$ cat config.mk
export PLATFORM = sky130hd
export DESIGN_NAME = spi_slave_param
export DESIGN_NICKNAME = d
export VERILOG_FILES = /design/src/rtl/spi_slave_param.sv
export SDC_FILE = /design/constraint.sdc
export NUM_CORES = 1
export LEC_CHECK = 0
export CAP_MARGIN = 40
export CORE_ASPECT_RATIO = 1.5
export CORE_MARGIN = 2
export CORE_UTILIZATION = 50
export CTS_CLUSTER_SIZE = 20
export DETAILED_ROUTE_END_ITERATION = 8
export PLACE_DENSITY = 0.73
export SYNTH_ARGS = -nofsm -noshare
export SYNTH_HDL_FRONTEND = slang
export SYNTH_SLANG_ARGS = --single-unit
$ cat constraint.sdc
create_clock -name clk -period 2.3 [get_ports clk]
set_clock_uncertainty 0.15 [all_clocks]
set_input_delay 0.69 -clock clk [delete_from_list [all_inputs] [get_ports clk]]
set_output_delay 0.69 -clock clk [all_outputs]
set_load 0.01 [all_outputs]
$ cat src/rtl/spi_slave_param.sv
// Parametrised SPI slave frame engine: receives {cmd,payload} MSB first, optionally
// streams back a handshaked tx word, and flags aborted frames / read timeouts.
module spi_slave_param #(
    parameter int                 CMD_W      = 2,
    parameter int                 DATA_W     = 8,
    parameter int                 TX_TIMEOUT = 15,
    parameter logic [CMD_W-1:0]   RD_CMD     = '1
) (
    input  logic                      clk,
    input  logic                      rst_n,
    input  logic                      SS_n,
    input  logic                      MOSI,
    input  logic [DATA_W-1:0]         tx_data,
    input  logic                      tx_valid,
    output logic                      MISO,
    output logic [CMD_W+DATA_W-1:0]   rx_data,
    output logic                      rx_valid,
    output logic                      tx_ready,
    output logic                      frame_err
);

    localparam int RX_W   = CMD_W + DATA_W;
    localparam int BIT_W  = $clog2(RX_W + 1);
    localparam int TXC_W  = $clog2(DATA_W + 1);
    localparam int WAIT_W = (TX_TIMEOUT > 1) ? $clog2(TX_TIMEOUT + 1) : 1;

    localparam logic [2:0] IDLE    = 3'd0;
    localparam logic [2:0] RECV    = 3'd1;
    localparam logic [2:0] WAIT_TX = 3'd2;
    localparam logic [2:0] SEND    = 3'd3;
    localparam logic [2:0] DONE    = 3'd4;

    logic [2:0]        state;
    logic [BIT_W-1:0]  bit_cnt;
    logic [TXC_W-1:0]  tx_cnt;
    logic [WAIT_W-1:0] wait_cnt;
    logic [RX_W-2:0]   shift_reg;
    logic [DATA_W-1:0] tx_shift;
    logic [RX_W-1:0]   rx_word;

    // Word as it stands once the current MOSI bit is included.
    assign rx_word  = {shift_reg, MOSI};
    assign tx_ready = (state == WAIT_TX);

    always_ff @(posedge clk) begin
        if (!rst_n) begin
            state     <= IDLE;
            bit_cnt   <= '0;
            tx_cnt    <= '0;
            wait_cnt  <= '0;
            shift_reg <= '0;
            tx_shift  <= '0;
            MISO      <= 1'b0;
            rx_data   <= '0;
            rx_valid  <= 1'b0;
            frame_err <= 1'b0;
        end else begin
            rx_valid  <= 1'b0;
            frame_err <= 1'b0;
            if (SS_n) begin
                // Deselect overrides everything, including the final RECV bit.
                if (state == RECV || state == WAIT_TX || state == SEND)
                    frame_err <= 1'b1;
                state    <= IDLE;
                bit_cnt  <= '0;
                tx_cnt   <= '0;
                wait_cnt <= '0;
                MISO     <= 1'b0;
            end else begin
                case (state)
                    IDLE: begin
                        state   <= RECV;
                        bit_cnt <= '0;
                    end
                    RECV: begin
                        shift_reg <= rx_word[RX_W-2:0];
                        bit_cnt   <= bit_cnt + 1'b1;
                        if (bit_cnt == BIT_W'(RX_W - 1)) begin
                            rx_data  <= rx_word;
                            rx_valid <= 1'b1;
                            state    <= (rx_word[RX_W-1 -: CMD_W] == RD_CMD) ? WAIT_TX : DONE;
                        end
                    end
                    WAIT_TX: begin
                        if (tx_valid) begin
                            // Latched word is kept pre-shifted so SEND always emits its MSB.
                            tx_shift <= {tx_data[DATA_W-2:0], 1'b0};
                            MISO     <= tx_data[DATA_W-1];
                            tx_cnt   <= TXC_W'(1);
                            state    <= SEND;
                        end else if (TX_TIMEOUT > 0) begin
                            if (wait_cnt == WAIT_W'(TX_TIMEOUT - 1)) begin
                                state     <= DONE;
                                frame_err <= 1'b1;
                            end else begin
                                wait_cnt <= wait_cnt + 1'b1;
                            end
                        end
                    end
                    SEND: begin
                        if (tx_cnt < TXC_W'(DATA_W)) begin
                            MISO     <= tx_shift[DATA_W-1];
                            tx_shift <= {tx_shift[DATA_W-2:0], 1'b0};
                            tx_cnt   <= tx_cnt + 1'b1;
                        end else begin
                            MISO  <= 1'b0;
                            state <= DONE;
                        end
                    end
                    DONE: begin
                        MISO <= 1'b0;
                    end
                    default: begin
                        state <= IDLE;
                        MISO  <= 1'b0;
                    end
                endcase
            end
        end
    end

endmodule

==> reports/metrics.csv <==
metric,value,unit
CP startpoint kind,input port,
"Critical Path, Cell by Cell",clkdlybuf4s50_1 > or4b_4 > nor2_8 > mux2i_1 > nor2b_1,
CTS max path bufs,2,
layout cells sized above 1,12.7,%
WL met2,1.94,mm
"Setup violations, final",0,
Mapped Cells,219,
number of I/O port buffers,26,
final hold vios,0,
DR vias,1612,
register area share after synthesis,42.9,%
distinct cell type count after synthesis,44,
period utilization,94.3,%
Die Area,0.00465,mm²
synthesized net count,237,
HPWL after detailed placement,2.74,mm
global-route wire length before repair,6.65,mm
Initial DRC Count,30,
cts bufs inserted,5,
CTS H-tree lvls,2,
Routed WL,3.98,mm
Syn Area/Cell,9.38,µm²
routed length on met3,140,µm
FF-to-FF Start,state[0]$_SDFFE_PP0P_,
synthesized cell area,0.00205,mm²
worst-margin pin slew,0.414,ns
Post-synth EDFFs,0,
Clock Latency Late Sink,0.30,ns
# DRC,0,
met1 wire length,1.83,mm
Final min period,2.17,ns
RSZ-0062 raised after global routing,false,
Pwr Density,602,mW/mm²
Vias per Instance,5.43,
drt first pass iters,4,
Initial Utilization,51.9,%
Slew HR,72.3,%
initial antenna violation count,0,
core region area,0.00396,mm²
Worst Path Required,2.35,ns
max incr delay on CP,0.54,ns
ant diodes,0,
CP Capture Type,register,
max reg flops,10,
CP Max Fanout,11,
count of pins over their slew limit,0,
Pleak,0.00101,µW
CP Launch Point,SS_n,
reg2reg end,rx_data[3]$_SDFFE_PN0P_,
Top Metal Used,met4,
Max Cap Violations,0,
CTS Hold Bufs,0,
GP Congestion,0.768,
CP endpoint,rx_data[3]$_SDFFE_PN0P_,
I/O pin cnt,27,
R2R cell count,5,
Seq cells post-synth,44,
CTS root buffer,clkbuf_8,
Crit-path slowest cell,or4b_4,
status,"finished, final reports clean",
vias in the first global route,1489,
smallest hold slack,0.326,ns
YS warnings,0,
Finished Layout Cells,297,
Final WS setup,0.132,ns
Area Growth Syn to Fin,21.8,%
clock slew at reported path FFs,0.08,ns
chip width,56.3,µm
ANT nets after route,0,
VDD IR max,608,µV
largest net degree at the start of global routing,28,
postcts setup bufs,0,
HP Class,reg2reg,
FMAX,461,MHz
Worst R2R Setup Slack,0.38,ns
total gr overflow,0,
Overall Power,1500,µW
WL/cell,13.4,µm
DP Worst Slack,-0.201,ns
Cell Rows,28,
Die H,82.5,µm
CTS tree,yes,
type of the worst setup path,in2reg,
nets@finish,269,
clk sinks,44,
Worst EP arrival,2.22,ns
Placed Cells,289,
GRT Overall Usage,18.1,%
asr flop ratio synth,0,%
dominant synthesized flop cell,dfxtp_1,
worst min-delay path by stage:
stage	startpoint	to	slack (ns)	depth (start not counted)
2_1_floorplan	shift_reg[5]$_SDFFE_PN0P_	shift_reg[6]$_SDFFE_PN0P_	0.30	2
3_3_place_gp	MISO$_SDFFE_PP0P_	MISO$_SDFFE_PP0P_	0.31	2
3_5_place_dp	MISO$_SDFFE_PP0P_	MISO$_SDFFE_PP0P_	0.32	2
4_1_cts	MISO$_SDFFE_PP0P_	MISO$_SDFFE_PP0P_	0.33	2
5_1_grt	shift_reg[6]$_SDFFE_PN0P_	shift_reg[6]$_SDFFE_PN0P_	0.36	2
6_report	MISO$_SDFFE_PP0P_	MISO$_SDFFE_PP0P_	0.33	2
stage by stage:
| step | area, µm² | utilization, % | TNS [ns] |
|---|---|---|---|
| 2_1_floorplan | 2050 | - | 0 |
| 3_3_place_gp | 2380 | 60.2 | -1.81 |
| 3_5_place_dp | 2380 | 60.2 | -1.95 |
| 4_1_cts | 2490 | 63.0 | 0 |
| 5_1_grt | 2500 | 63.1 | 0 |
| 6_report | 2500 | 63.1 | 0 |
critical path, delay by kind of cell:
family / cells / cell delay (ns)
mux: 1 / 0.23
buf+inv: 1 / 0.44
simple gates: 3 / 0.86
placed cells by master, fill, tap and decap left out, drive strengths merged, types with 6 or more instances in the layout:
cell type       n
nand2          29
o211a           6
nor2b          13
mux2i          16
a21oi           6
nand3b          6
nand3           7
nor2           12
dfxtp          44
a21boi         11
clkdlybuf4s50  25
buf            14
o21ai           7
synthesized netlist by cell type, types with 4 or more instances:
cell,n,share of area [%]
a21oi_1,6,1.5
o21ai_0,7,1.7
clkbuf_1,8,1.5
nor2b_1,13,4.0
ha_1,5,3.0
nand3b_1,6,2.2
inv_1,4,0.73
mux2i_1,16,7.8
nand3_1,7,1.7
a21boi_0,11,4.0
nand2_1,29,5.3
dfxtp_1,44,43
nor3_1,4,0.98
o211a_1,6,2.9
nor2_1,10,1.8
repair_timing:
item	4_1_cts	5_1_grt
endpoints found under the setup margin	0	1
resized for setup	0	3
endpoints found under the hold margin	0	0
per-layer routing:
layer / up-vias / GRT usage, %
met5: - / 0
met4: 0 / 7.14
li1: 826 / -
met2: 22 / 32.5
met3: 5 / 4.21
met1: 759 / 20.9
cell families (layout without fill, tap and decap cells):
| family | after synthesis | count (layout) | share of synthesized area [%] |
|---|---|---|---|
| DFF | 44 | 44 | 42.9 |
| xor gates and xnor gates | 4 | 4 | 1.71 |
| and+or+nand+nor | 90 | 90 | 24.6 |
| AOI/OAI and AO/OA | 40 | 40 | 14.1 |
| buffers and inverters | 19 | 52 | 5.24 |
| muxes | 17 | 17 | 8.35 |
| adders and majority gates | 5 | 5 | 3.05 |
final cells by class:
type | count | area, µm²
fillers | 350 | 1460
multi-input cells | 156 | 1070
flip-flops and latches | 44 | 882
repair buffers | 40 | 368
clock buffers | 5 | 68.8
well taps | 45 | 56.3
clock inverters | 3 | 42.5
inverters | 4 | 15.0
power breakdown:
group          leakage, µW  switching, µW  internal [µW]  total [µW]
registers         0.000355           6.71            770         777
logic             0.000596           65.4           67.1         132
clock network    0.0000541            274            321         596
total              0.00101            346           1160        1500
No activity file was read; power rests on OpenSTA's default activity.
